--- config.mk ---
export PLATFORM = sky130hd
export DESIGN_NAME = multi_timer_flat
export DESIGN_NICKNAME = d
export VERILOG_FILES = /design/src/rtl/multi_timer_pkg.sv /design/src/rtl/multi_timer_if.sv /design/src/rtl/timer_channel.sv /design/src/rtl/multi_timer.sv /design/src/flat_wrapper.sv
export SDC_FILE = /design/constraint.sdc
export NUM_CORES = 1
export LEC_CHECK = 0
export BUFFER_PORTS_ARGS = -buffer_cell sky130_fd_sc_hd__buf_2
export CAP_MARGIN = 0
export CORE_MARGIN = 5
export CORE_UTILIZATION = 62
export DETAILED_ROUTE_END_ITERATION = 16
export PLACE_DENSITY = 0.8
export SYNTH_ARGS = -nofsm -noshare
export SYNTH_HDL_FRONTEND = slang
export SYNTH_SLANG_ARGS = --single-unit
--- constraint.sdc ---
create_clock -name clk -period 10.1 [get_ports clk]
set_input_delay 1.515 -clock clk [delete_from_list [all_inputs] [get_ports clk]]
set_output_delay 1.515 -clock clk [all_outputs]
set_load 0.01 [all_outputs]
--- src/rtl/multi_timer_pkg.sv ---
// Shared constants and types for the multi-channel prescaled down-counter timer.
package multi_timer_pkg;

    localparam int PRESC_W  = 10;

    localparam int DIV_1    = 1;
    localparam int DIV_8    = 8;
    localparam int DIV_64   = 64;
    localparam int DIV_1024 = 1024;

    localparam int A_CH_HI  = 5;
    localparam int A_CH_LO  = 4;
    localparam int A_MODE   = 3;
    localparam int A_IEN    = 2;
    localparam int A_SEL_HI = 1;
    localparam int A_SEL_LO = 0;
    localparam int A_STAT   = 0;

    typedef enum logic [1:0] {
        PRE_DIV1    = 2'b00,
        PRE_DIV8    = 2'b01,
        PRE_DIV64   = 2'b10,
        PRE_DIV1024 = 2'b11
    } presc_sel_e;

    typedef enum logic {
        MODE_ONE_SHOT    = 1'b0,
        MODE_AUTO_RELOAD = 1'b1
    } mode_e;

    // The prescaler stores div-1 so the tick compare needs no 11-bit value.
    function automatic logic [PRESC_W-1:0] presc_term(presc_sel_e sel);
        logic [PRESC_W-1:0] t;
        case (sel)
            PRE_DIV8:    t = PRESC_W'(DIV_8 - 1);
            PRE_DIV64:   t = PRESC_W'(DIV_64 - 1);
            PRE_DIV1024: t = PRESC_W'(DIV_1024 - 1);
            default:     t = PRESC_W'(DIV_1 - 1);
        endcase
        return t;
    endfunction

endpackage

--- src/rtl/multi_timer_if.sv ---
// Register bus between a host and multi_timer: strobe, direction, address, data and interrupt.
interface multi_timer_if #(parameter int CNT_W = 8);
    logic             cs;
    logic             we_n;
    logic [5:0]       addr;
    logic [CNT_W-1:0] di;
    logic [CNT_W-1:0] dout;
    logic             oe;
    logic             irq_n;

    modport master (output cs, we_n, addr, di, input dout, oe, irq_n);
    modport slave  (input cs, we_n, addr, di, output dout, oe, irq_n);
endinterface

--- src/rtl/timer_channel.sv ---
// One timer channel: prescaler, modulo down-counter with one-shot/auto-reload expiry,
// sticky expiry flag and interrupt enable.
module timer_channel
    import multi_timer_pkg::*;
#(
    parameter int CNT_W = 8
) (
    input  logic             clk,
    input  logic             rst,
    input  logic             wr_i,
    input  logic [CNT_W-1:0] wr_data_i,
    input  presc_sel_e       wr_sel_i,
    input  logic             wr_ien_i,
    input  mode_e            wr_mode_i,
    input  logic             rd_clr_i,
    input  logic             rd_ien_i,
    output logic [CNT_W-1:0] count_o,
    output logic             flag_o,
    output logic             ien_o
);

    logic [CNT_W-1:0]   count_q, count_d;
    logic [CNT_W-1:0]   reload_q, reload_d;
    logic [PRESC_W-1:0] presc_q, presc_d;
    logic [PRESC_W-1:0] term_q, term_d;
    logic               flag_q, flag_d;
    logic               ien_q, ien_d;
    mode_e              mode_q, mode_d;
    logic               armed_q, armed_d;
    logic               tick;
    logic               expire;

    always_comb begin
        count_d  = count_q;
        reload_d = reload_q;
        presc_d  = presc_q;
        term_d   = term_q;
        flag_d   = flag_q;
        ien_d    = ien_q;
        mode_d   = mode_q;
        armed_d  = armed_q;

        // Nothing counts until the channel has been written since reset.
        tick   = armed_q && (presc_q == term_q);
        expire = tick && (count_q == '0);

        if (armed_q) begin
            presc_d = tick ? '0 : presc_q + 1'b1;
        end
        if (tick) begin
            if (count_q != '0) begin
                count_d = count_q - 1'b1;
            end else if (mode_q == MODE_AUTO_RELOAD) begin
                count_d = reload_q;
            end else begin
                count_d = '1;
                term_d  = presc_term(PRE_DIV1);
            end
        end

        if (expire) begin
            flag_d = 1'b1;
        end else if (rd_clr_i) begin
            flag_d = 1'b0;
        end
        if (rd_clr_i) begin
            ien_d = rd_ien_i;
        end

        if (wr_i) begin
            count_d  = wr_data_i;
            reload_d = wr_data_i;
            presc_d  = '0;
            term_d   = presc_term(wr_sel_i);
            ien_d    = wr_ien_i;
            mode_d   = wr_mode_i;
            flag_d   = 1'b0;
            armed_d  = 1'b1;
        end
    end

    always_ff @(posedge clk or posedge rst) begin
        if (rst) begin
            count_q  <= '0;
            reload_q <= '0;
            presc_q  <= '0;
            term_q   <= presc_term(PRE_DIV1);
            flag_q   <= 1'b0;
            ien_q    <= 1'b0;
            mode_q   <= MODE_ONE_SHOT;
            armed_q  <= 1'b0;
        end else begin
            count_q  <= count_d;
            reload_q <= reload_d;
            presc_q  <= presc_d;
            term_q   <= term_d;
            flag_q   <= flag_d;
            ien_q    <= ien_d;
            mode_q   <= mode_d;
            armed_q  <= armed_d;
        end
    end

    assign count_o = count_q;
    assign flag_o  = flag_q;
    assign ien_o   = ien_q;

endmodule

--- src/rtl/multi_timer.sv ---
// Multi-channel timer: bus decode, registered read mux and combined active-low interrupt
// around NUM_CH timer_channel instances.
module multi_timer
    import multi_timer_pkg::*;
#(
    parameter int NUM_CH = 4,
    parameter int CNT_W  = 8
) (
    input  logic         clk,
    input  logic         rst,
    multi_timer_if.slave bus
);

    logic [1:0]       ch_sel;
    logic             ch_valid;
    logic             wr_en;
    logic             rd_en;
    logic [CNT_W-1:0] count_a [NUM_CH];
    logic [NUM_CH-1:0] flag_v;
    logic [NUM_CH-1:0] ien_v;

    logic [CNT_W-1:0] do_q, do_d;
    logic             oe_q, oe_d;
    logic             irq_n_q, irq_n_d;

    assign ch_sel   = bus.addr[A_CH_HI:A_CH_LO];
    assign ch_valid = (int'(ch_sel) < NUM_CH);
    assign wr_en    = bus.cs && !bus.we_n;
    assign rd_en    = bus.cs && bus.we_n;

    for (genvar c = 0; c < NUM_CH; c++) begin : g_ch
        logic hit;
        assign hit = ch_valid && (ch_sel == 2'(c));

        timer_channel #(.CNT_W(CNT_W)) u_ch (
            .clk       (clk),
            .rst       (rst),
            .wr_i      (wr_en && hit),
            .wr_data_i (bus.di),
            .wr_sel_i  (presc_sel_e'(bus.addr[A_SEL_HI:A_SEL_LO])),
            .wr_ien_i  (bus.addr[A_IEN]),
            .wr_mode_i (mode_e'(bus.addr[A_MODE])),
            .rd_clr_i  (rd_en && hit && !bus.addr[A_STAT]),
            .rd_ien_i  (bus.addr[A_IEN]),
            .count_o   (count_a[c]),
            .flag_o    (flag_v[c]),
            .ien_o     (ien_v[c])
        );
    end

    always_comb begin
        do_d    = do_q;
        oe_d    = 1'b0;
        irq_n_d = ~|(flag_v & ien_v);
        if (rd_en) begin
            oe_d = 1'b1;
            if (!ch_valid) begin
                do_d = '0;
            end else if (bus.addr[A_STAT]) begin
                do_d = CNT_W'(flag_v);
            end else begin
                do_d = count_a[ch_sel];
            end
        end
    end

    always_ff @(posedge clk or posedge rst) begin
        if (rst) begin
            do_q    <= '0;
            oe_q    <= 1'b0;
            irq_n_q <= 1'b1;
        end else begin
            do_q    <= do_d;
            oe_q    <= oe_d;
            irq_n_q <= irq_n_d;
        end
    end

    assign bus.dout  = do_q;
    assign bus.oe    = oe_q;
    assign bus.irq_n = irq_n_q;

endmodule

--- src/flat_wrapper.sv ---
// flat-port wrapper written by rule: the top's interface ports become plain ports
module multi_timer_flat import multi_timer_pkg::*;
#(
    parameter int NUM_CH = 4,
    parameter int CNT_W  = 8
)
  (clk, rst, bus_cs, bus_we_n, bus_addr, bus_di, bus_dout, bus_oe, bus_irq_n);
  multi_timer_if #(.CNT_W(CNT_W)) bus_i ();
  input  logic clk;
  input  logic rst;
  input wire logic [$bits(bus_i.cs)-1:0] bus_cs;
  input wire logic [$bits(bus_i.we_n)-1:0] bus_we_n;
  input wire logic [$bits(bus_i.addr)-1:0] bus_addr;
  input wire logic [$bits(bus_i.di)-1:0] bus_di;
  output wire logic [$bits(bus_i.dout)-1:0] bus_dout;
  output wire logic [$bits(bus_i.oe)-1:0] bus_oe;
  output wire logic [$bits(bus_i.irq_n)-1:0] bus_irq_n;
  assign bus_i.cs = bus_cs;
  assign bus_i.we_n = bus_we_n;
  assign bus_i.addr = bus_addr;
  assign bus_i.di = bus_di;
  assign bus_dout = bus_i.dout;
  assign bus_oe = bus_i.oe;
  assign bus_irq_n = bus_i.irq_n;
  multi_timer #(.NUM_CH(NUM_CH), .CNT_W(CNT_W)) u_core (.clk(clk), .rst(rst), .bus(bus_i));
endmodule
# == Word level (Yosys, flattened, before mapping) ==
# Index checks and enable logic that the tools add are counted.
# totals
ff_bits,170
in_bits,18
output_inout_bits,10
elab_cells,189
# classes
addsub,8
n_lt_le_gt_ge,1
n_eq_ne,18
muxes,70
n_bitwise,2
n_reduce_logical,55
# op_table
cell,n
10-bit two-way mux,28
8-bit two-way mux,19
10-bit by 1-bit adder with 10-bit output (second input constant),4
10-bit == test,4
8-bit zero test,4
8-bit nonzero test,4
8-bit by 1-bit subtractor with 8-bit output (second input constant),4
10-bit one-hot mux with 3 select lines,1
2-bit nonzero test,12
1-bit logical AND,22
1-bit two-way mux,21
8-bit binary-select mux with 2-bit select,1
2-bit != test (second input constant),8
3-bit AND reduction,4
3-bit nonzero test,4
2-bit == test (second input constant),4
4-bit bitwise AND,1
2-bit by 1-bit == test with 1-bit output (second input constant),2
4-bit OR reduction,1
3-bit greater-or-equal comparator (second input constant),1
1-bit zero test,3
2-bit NOT with 3-bit output,1
2-bit zero test,1

# == Logic depth before layout (Yosys ltp) ==
# Gate-level depths: netlist of run 1.
# logic_depth
word_depth,6
depth_mapped,9
ltp_nobuf,7

# == Cells and area by module ==
# A second synthesis of run 1 with hierarchy kept.
# hier_totals
hier_cells,801
hier_area_um2,7771.2
# modules_own_cells
mod,n_inst,cells_each,area_per_inst_um2,seq_area_each_um2
timer_channel (u_core.g_ch[0].u_ch ...),3,186,1764.2,825.8
timer_channel (u_core.g_ch[3].u_ch),1,187,1809.2,825.8
multi_timer,1,56,669.4,251.5

# == Least setup slack after synthesis of run 1 ==
# No wires, ideal clock.
# synth_path
path_kind,input -> register
start,input bus_addr[4]
end,"register u_core.do_q[4], in the netlist u_core.bus.dout[4]"
setup_ns,0.121
arrival_time_ns,2.833
slack_ns,7.146
cell_stages,4
cell_sequence,buf_2 clkbuf_1 mux4_1 a22o_1
# synth_via
elab_chain_cells,5
# synth_lines
element,line,text
from (decl),flat_wrapper.sv:13,input wire logic [$bits(bus_i.addr)-1:0] bus_addr;
2-bit NOT with 3-bit output (implied by the code),multi_timer.sv:62,do_d = count_a[ch_sel];
8-bit binary-select mux with 2-bit select,multi_timer.sv:62,
8-bit two-way mux (implied by the code) (2 in series),multi_timer.sv:62,
8-bit two-way mux,multi_timer.sv:59,end else if (bus.addr[A_STAT]) begin
to (signal assigned),multi_timer.sv:73,do_q <= do_d;
to (decl),multi_timer.sv:22,"logic [CNT_W-1:0] do_q, do_d;"
# Every way passes these cells. The select of a mux whose other input is x is not followed.
# A chain may end at the register's enable or synchronous reset.

# == Worst setup path in the final report of run 1 ==
# layout_path
start,input bus_addr[4]
end,register u_core.g_ch[1].u_ch.presc_q[9]
# layout_via
elab_chain_cells,3
word_cells_on_any_way,4
# layout_lines
element,line,text
2-bit by 1-bit == test with 1-bit output (*),multi_timer.sv:33,assign hit = ch_valid && (ch_sel == 2'(c));
1-bit logical AND (*),multi_timer.sv:38,".wr_i (wr_en && hit),"
10-bit two-way mux or 2-bit nonzero test (tied branches),n/a,
to (signal assigned),timer_channel.sv:95,presc_q <= presc_d;
to (decl),timer_channel.sv:24,"logic [PRESC_W-1:0] presc_q, presc_d;"
# Every way passes the cells marked *; elsewhere a longest branch is shown, timed or not.

==> results.py, run 1 <==
metrics = {
    "route": {
        "num_vias": 6244,
        "vias_per_cell": 6.44,
        "top_layer": "met4",
        "drc": 0,
        "routedWlPerCell_um": 18.8,
        "met2_wirelength_mm": 8.55,
        "dr_wl_met3_mm": 1.42,
        "route.final.wire_length_mm": 18.3,
        "drtAntennaViolNets": 0,
        "met1Wirelength_mm": 7.95,
        "dr.pass1.iters": 5,
        "first_iter_violations": 807,
    },
    "worst_setup_path": {
        "worstPathRequired_ns": 10.40,
        "timing.rr.end": "u_core.g_ch[2].u_ch.term_q[8]$_DFFE_PP0P_",
        "r2r_cells": 6,
        "reg2reg_from": "u_core.g_ch[2].u_ch.count_o[0]$_DFFE_PP0P_",
        "worstPathArrival_ns": 3.26,
        "crit_start": "bus_addr[4]",
        "crit_type": "primary input to register",
        "crit_path_end": "u_core.g_ch[1].u_ch.presc_q[9]$_DFFE_PP0P_",
        "critPathLaunchType": "primary input",
        "rrSetupSlack_ns": 7.48,
        "cp_max_fo": 23,
        "end_kind": "register",
    },
    "final_layout": {
        "area_growth_pct": 10.3,
        "drive_gt1_share_pct": 12.3,
        "n_antenna_cell": 0,
        "layout_commonest_cell": "nand2_1",
        "layout_common_cells": "nand2_1 (170), dfrtp_1 (141), nor2_1 (49)",
        "fin_nets": 842,
    },
    "floorplan": {
        "dieArea_sq_mm": 0.0145,
        "start_util_pct": 63.1,
        "die_h_um": 121,
        "die_w_um": 121,
        "core-area_sq_mm": 0.0120,
        "rows": 40,
        "pin_count": 28,
    },
    "cts": {
        "cts_setup_buffers": 0,
        "cts_sinks": 142,
        "clk_latency_ns": 0.42,
        "ctsLongestPathBuffers": 2,
        "cts_made_buffers": 17,
        "htree_levels": 4,
        "cts.clk_slew.worst_paths_ns": 0.06,
        "root_buffer": "clkbuf_16",
        "tritoncts": "built",
        "cts_resized": 0,
        "ctsHoldBuffers": 0,
    },
    "sta": {
        "finalWorstPathRequiredPeriod_ns": 2.96,
        "setup_viol": 0,
        "clock_skew_ns": 0.00563,
        "hold_violations": 0,
        "fin_setup_tns_ns": 0,
        "max_slew_margin_pct": 44.6,
        "min_period_over_period_pct": 29.3,
        "final_max_slew_viol_count": 0,
        "max_freq_mhz": 338,
        "rsz0062_at_grt": "no",
        "tightest_slew_ns": 0.829,
    },
    "global_route": {
        "grt_pass1_vias": 6072,
        "grt_max_degree": 87,
        "antenna_found_initial": 0,
        "grt_usage_pct": 26.3,
        "grt_pass1_wl_mm": 30.3,
        "gr-total-overflow": 0,
    },
    "power_and_ir_drop": {
        "p_clk_share_pct": 28.1,
        "combPwrFrac_pct": 30.0,
        "internal-power_w": 0.00146,
        "swShare_pct": 35.6,
        "power_density_mw_per_mm2": 270,
        "ir_drop_mv": 0.144,
        "finalPower_w": 0.00226,
        "power.leakage_nw": 3.78,
        "switching_power_w": 0.000803,
        "pwr-share-seq_pct": 41.9,
    },
    "logic_synthesis": {
        "async_reset_ff_share_pct": 100,
        "ys_ff_latch": 142,
        "netlist_area_sq_mm": 0.00758,
        "avgSynthCellArea_sq_um": 9.45,
        "synth_cell_types": 67,
        "synth_flop_cell": "dfrtp_1",
        "syn-instance-count": 802,
        "synth_top_area_share_pct": 46.6,
        "yosysSeqAreaShare_pct": 46.9,
        "syn-num-nets": 832,
        "synth_edf_count": 0,
        "synth.area.top_cells": "dfrtp_1 (47%), nand2_1 (8.4%), mux2i_1 (3.0%)",
        "yosys.area.top_type": "dfrtp_1",
        "yosys_warnings": 0,
    },
    "outcome": {
        "outcome": "complete, no violations",
    },
    "placed_design": {
        "portBuffers": 27,
        "place_congestion": 0.889,
        "hpwl_mm": 12.4,
    },
    "job": {
        "maxCapViolations": 0,
    },
    "worst_hold_path": {
        "worstHoldPathType": "register to register",
    },
}
==> worst min path at each step <==
stage,from,end,slack [ns],cells after the start
floorplan,u_core.g_ch[3].u_ch.ien_o$_DFFE_PP0P_,u_core.bus.irq_n$_DFF_PP1_,0.39,1
global placement,u_core.g_ch[3].u_ch.ien_o$_DFFE_PP0P_,u_core.bus.irq_n$_DFF_PP1_,0.41,1
detailed placement,u_core.g_ch[3].u_ch.ien_o$_DFFE_PP0P_,u_core.bus.irq_n$_DFF_PP1_,0.43,1
CTS,u_core.g_ch[3].u_ch.ien_o$_DFFE_PP0P_,u_core.bus.irq_n$_DFF_PP1_,0.43,1
global route,u_core.g_ch[3].u_ch.ien_o$_DFFE_PP0P_,u_core.bus.irq_n$_DFF_PP1_,0.46,1
finish,u_core.g_ch[2].u_ch.ien_o$_DFFE_PP0P_,u_core.bus.irq_n$_DFF_PP1_,0.43,1
==> cell type report <==
cell class                 count  area, sq um
multi-input combinational    592         3740
timing repair buffer          33          180
sequential                   142         3550
inverter                      26          103
tap                          147          184
fill                         904         3650
clock inverter                 7          110
clock buffer                  23          488
==> critical path, stage by stage <==
cell and delay, ns:
buf_2 0.39, and4bb_2 0.59, o21ai_0 0.27, nor3_1 0.29, xnor2_1 0.15, nor2_1 0.05
==> cells in the mapped netlist, drive strengths merged (3+ instances only) <==
cell type  count
or4           11
o21a           3
nand2        170
buf           12
mux2i         23
dfrtp        141
a22o           5
nand3         19
o211ai         4
or3           12
and4           3
nor3b          6
xor2          26
and3           9
nand2b        10
clkbuf        30
nor2          49
o311ai         9
o21ai         40
o22ai         11
xnor2         14
or2            6
nand4         15
mux2           6
mux4           8
a31oi         11
o41ai          3
nor4b          3
nand3b         5
nor2b          4
or3b           9
a21oi         22
o2bb2ai        3
inv           26
nor4bb         3
ha            12
o211a          3
o31ai          8
nor3           9
nor4          19
==> per-stage QoR <==
step | cells | hold WS (ns) | utilization, % | instance area [sq um] | setup slack (ns)
floorplan | 802 | 0.388 | - | 7580 | 4.78
global placement | 940 | 0.407 | 64.6 | 7760 | 6.72
detailed placement | 940 | 0.426 | 64.6 | 7760 | 6.72
CTS | 970 | 0.434 | 69.6 | 8360 | 7.16
global route | 970 | 0.459 | 69.6 | 8360 | 7.02
finish | 970 | 0.430 | 69.6 | 8360 | 7.14
==> cell families (layout without fill, tap and decap cells) <==
family | count (synthesis) | after routing | share of synthesized area [%]
buf+inv | 68 | 89 | 4.11
flops | 142 | 142 | 46.9
xor+xnor | 40 | 40 | 4.62
simple gates | 367 | 367 | 24.3
compound gates | 136 | 136 | 11.7
mux | 37 | 37 | 6.36
fa+ha+maj | 12 | 12 | 1.98
==> layer usage <==
layer / global-route usage [%] / vias to the layer above
met2: 40.8 / 275
met5: 0 / -
met1: 37.5 / 3069
met3: 5.24 / 25
li1: - / 2875
met4: 8.50 / 0
==> power groups by stage <==
stage                     Sequential [W]  Clock, W  Combinational [W]
after floorplan                 0.000866         0           0.000557
after global placement          0.000931         0           0.000633
after detailed placement        0.000940         0           0.000666
after CTS                       0.000935  0.000641           0.000674
after global routing            0.000968  0.000668           0.000768
final                           0.000946  0.000635           0.000678
==> registers in the layout (all words and copies together), names as in the netlist <==
name	count
u_core.g_ch.u_ch.presc_q	40
u_core.g_ch.u_ch.count_o	32
u_core.g_ch.u_ch.reload_q	32
u_core.g_ch.u_ch.term_q	12
u_core.bus.dout	8
u_core.g_ch.u_ch.armed_q	4
u_core.g_ch.u_ch.flag_o	4
u_core.g_ch.u_ch.ien_o	4
u_core.g_ch.u_ch.mode_q	4
u_core.bus.irq_n	1
u_core.bus.oe	1
Power figures use the tool's default switching activity.
==> run 2, diff against run 1 <==
--- a/config.mk
+++ b/config.mk
@@ -5,12 +5,13 @@
 export SDC_FILE = /design/constraint.sdc
 export NUM_CORES = 1
 export LEC_CHECK = 0
+export ABC_AREA = 1
 export BUFFER_PORTS_ARGS = -buffer_cell sky130_fd_sc_hd__buf_2
 export CAP_MARGIN = 0
 export CORE_MARGIN = 5
-export CORE_UTILIZATION = 62
+export CORE_UTILIZATION = 57
 export DETAILED_ROUTE_END_ITERATION = 16
-export PLACE_DENSITY = 0.8
+export PLACE_DENSITY = 0.77
 export SYNTH_ARGS = -nofsm -noshare
 export SYNTH_HDL_FRONTEND = slang
 export SYNTH_SLANG_ARGS = --single-unit
==> constraint.sdc (replaced) <==
create_clock -name clk -period 2.6 [get_ports clk]
set_input_delay 0.39 -clock clk [delete_from_list [all_inputs] [get_ports clk]]
set_output_delay 0.39 -clock clk [all_outputs]
set_load 0.01 [all_outputs]
==> results.py, run 2 <==
metrics = {
    "logic_synthesis": {
        "synth_simple_gate_area_share_pct": 37.4,
        "yosysMostFrequentCell": "nand2_1",
        "synth_top_family_by_area": "simple AND/OR/NAND/NOR gates",
        "synth_cell_types": 40,
        "syn-instance-count": 1129,
        "avgSynthCellArea_sq_um": 7.09,
        "synthAdderAreaFrac_pct": 1.88,
        "synth-compound-area-share_pct": 7.74,
        "yosys.area.top_type": "dfrtp_1",
        "synth.area.top_cells": "dfrtp_1 (44%), nand2_1 (20%), nand3_1 (7.2%)",
        "yosys_warnings": 0,
        "synth-xor-area-share_pct": 1.86,
        "netlist_area_sq_mm": 0.00800,
        "syn-num-nets": 1159,
        "ys_ff_latch": 142,
        "synth_common_cells": "nand2_1 (423), dfrtp_1 (141), nand3_1 (115), nor2_1 (114), inv_1 (106)",
        "yosysSeqAreaShare_pct": 44.4,
        "synth_flop_cell": "dfrtp_1",
        "synth_mux_area_share_pct": 0,
        "async_reset_ff_share_pct": 100,
        "synth_top_area_share_pct": 44.1,
        "synth_edf_count": 0,
    },
    "worst_setup_path": {
        "worstPathRequired_ns": 2.92,
        "crit_type": "register to register",
        "cp_cell_sequence": "inv_1 -> ha_1 -> inv_1 -> nor3_2 -> nand2_1 -> o21ai_1 -> nand2_1 -> nand2_1 -> nand2_1",
        "timing.rr.end": "u_core.g_ch[3].u_ch.term_q[2]$_DFFE_PP0P_",
        "path_depth": 9,
        "cp.buffers_inverters": 2,
        "worstPathArrival_ns": 2.34,
        "crit_family": "simple AND/OR/NAND/NOR gates",
        "crit_path_end": "u_core.g_ch[3].u_ch.term_q[2]$_DFFE_PP0P_",
        "critPathLaunchType": "register",
        "crit_start": "u_core.g_ch[3].u_ch.count_o[0]$_DFFE_PP0P_",
        "reg2reg_from": "u_core.g_ch[3].u_ch.count_o[0]$_DFFE_PP0P_",
        "cp_max_fo": 11,
        "r2r_cells": 9,
        "rrSetupSlack_ns": 0.58,
        "path_common_cell": "nand2_1",
        "max_stage_delay_ns": 0.40,
        "critPathSlowestCell": "dfrtp_1",
        "end_kind": "register",
    },
    "placed_design": {
        "pre_cts_ws_ns": 0.547,
        "placedCellCount": 1324,
        "hpwl_mm": 14.0,
        "place_congestion": 0.900,
        "placed_area_sq_mm": 0.00834,
        "portBuffers": 27,
    },
    "final_layout": {
        "largest_reg_flops": 40,
        "top_register": "u_core.g_ch.u_ch.presc_q",
        "fin_area_sq_mm": 0.00892,
        "drive_gt1_share_pct": 8.24,
        "area_growth_pct": 11.5,
        "fin_nets": 1194,
        "n_antenna_cell": 0,
        "layout_commonest_cell": "nand2_1",
        "fin_cells": 1357,
        "layout_common_cells": "nand2_1 (423), dfrtp_1 (141), nand3_1 (115)",
    },
    "power_and_ir_drop": {
        "combPwrFrac_pct": 34.7,
        "power_density_mw_per_mm2": 1030,
        "swShare_pct": 40.3,
        "pwr-share-seq_pct": 39.5,
        "switching_power_w": 0.00370,
        "ir_drop_mv": 0.558,
        "p_clk_share_pct": 25.9,
        "internal-power_w": 0.00550,
        "power.leakage_nw": 4.67,
    },
    "route": {
        "routedWlPerCell_um": 14.7,
        "drc": 0,
        "drtAntennaViolNets": 0,
        "dr.pass1.iters": 5,
        "first_iter_violations": 707,
        "vias_per_cell": 5.40,
        "num_vias": 7334,
        "route.final.wire_length_mm": 19.9,
    },
    "sta": {
        "setup_viol": 0,
        "rsz0062_at_grt": "no",
        "max_freq_mhz": 495,
        "setup_ws_ns": 0.578,
        "clock_skew_ns": 0.00783,
        "min_period_over_period_pct": 77.8,
        "tightest_slew_ns": 0.606,
        "finalWorstPathRequiredPeriod_ns": 2.02,
        "hold_violations": 0,
        "whs_ns": 0.283,
        "final_max_slew_viol_count": 0,
        "fin_setup_tns_ns": 0,
        "max_slew_margin_pct": 59.5,
    },
    "cts": {
        "cts_resized": 0,
        "tritoncts": "built",
        "htree_levels": 4,
        "cts.clk_slew.worst_paths_ns": 0.06,
        "clk_latency_ns": 0.43,
        "ctsLongestPathBuffers": 2,
        "cts_sinks": 142,
        "cts_made_buffers": 17,
        "root_buffer": "clkbuf_16",
    },
    "floorplan": {
        "start_util_pct": 57.9,
        "die_w_um": 128,
        "core-area_sq_mm": 0.0138,
        "rows": 43,
        "die_h_um": 128,
        "dieArea_sq_mm": 0.0165,
        "pin_count": 28,
    },
    "global_route": {
        "antenna_found_initial": 0,
        "met1_usage_pct": 37.0,
        "grt_pass1_vias": 6811,
        "grtUsageMet2_pct": 39.0,
        "use_met3_pct": 5.06,
        "grt-busiest-layer": "met2",
        "grt_usage_pct": 25.6,
        "grt_pass1_wl_mm": 33.6,
        "gr-total-overflow": 0,
        "grt_max_degree": 72,
    },
    "worst_hold_path": {
        "worstHoldPathType": "primary input to register",
    },
    "job": {
        "maxCapViolations": 0,
    },
    "outcome": {
        "outcome": "complete, no violations",
    },
}
[run 2: what timing repair did]
item | in CTS | in global routing
buffers inserted | 0 | 0
hold buffers | 1 | 0
endpoints found under the hold margin | 8 | 0
[run 2: power groups by stage]
stage | clock network [W] | registers [W] | logic, W
after floorplan | 0 | 0.00340 | 0.00257
after global placement | 0 | 0.00362 | 0.00307
after detailed placement | 0 | 0.00362 | 0.00314
after CTS | 0.00241 | 0.00360 | 0.00317
after global routing | 0.00251 | 0.00372 | 0.00375
final | 0.00238 | 0.00363 | 0.00319
[run 2: kinds of logic (layout without fill, tap and decap cells)]
group / after synthesis / in the layout
compound gates: 113 / 113
xor+xnor: 17 / 17
fa+ha+maj: 12 / 12
buf+inv: 135 / 183
flops: 142 / 142
simple gates: 710 / 710
[run 2: final cells by class]
class	instances	area, sq um
Inverter	115	435
Timing Repair Buffer	36	230
Clock buffer	18	429
Sequential cell	142	3550
Tap cell	180	225
Fill cell	1182	4900
Clock inverter	14	141
Multi-Input combinational cell	852	3910
[run 2: worst min-delay path by stage]
| stage | from | endpoint | slack (ns) | cells after the start |
|---|---|---|---|---|
| global placement | rst | u_core.g_ch[1].u_ch.presc_q[0]$_DFFE_PP0P_ | 0.36 | 2 |
| floorplan | u_core.g_ch[3].u_ch.ien_o$_DFFE_PP0P_ | u_core.bus.irq_n$_DFF_PP1_ | 0.40 | 1 |
| finish | bus_addr[3] | u_core.g_ch[2].u_ch.mode_q$_DFFE_PP0P_ | 0.28 | 3 |
| global route | bus_addr[3] | u_core.g_ch[2].u_ch.mode_q$_DFFE_PP0P_ | 0.28 | 3 |
| detailed placement | rst | u_core.g_ch[1].u_ch.presc_q[0]$_DFFE_PP0P_ | 0.36 | 2 |
| CTS | bus_addr[3] | u_core.g_ch[2].u_ch.mode_q$_DFFE_PP0P_ | 0.27 | 3 |
[run 2: layer usage]
metal	share of wire (%)	vias up	wire, um
met5	0	-	0
met4	1.9	0	378
met3	7.6	26	1530
met2	45	230	8970
met1	45	3394	9070
li1	-	3684	-
[run 2: worst register-to-register path, delay by kind of cell, from the launching register on]
kind | cells | cell delay (ns)
simple gates | 5 | 0.89
flops | 1 | 0.40
fa+ha+maj | 1 | 0.18
compound gates | 1 | 0.23
buf+inv | 2 | 0.21
[run 2: per-stage QoR]
stage	power (W)	utilization (%)
2_1_floorplan	0.00598	-
3_3_place_gp	0.00669	60.3
3_5_place_dp	0.00675	60.3
4_1_cts	0.00919	64.5
5_1_grt	0.00997	64.5
6_report	0.00920	64.5
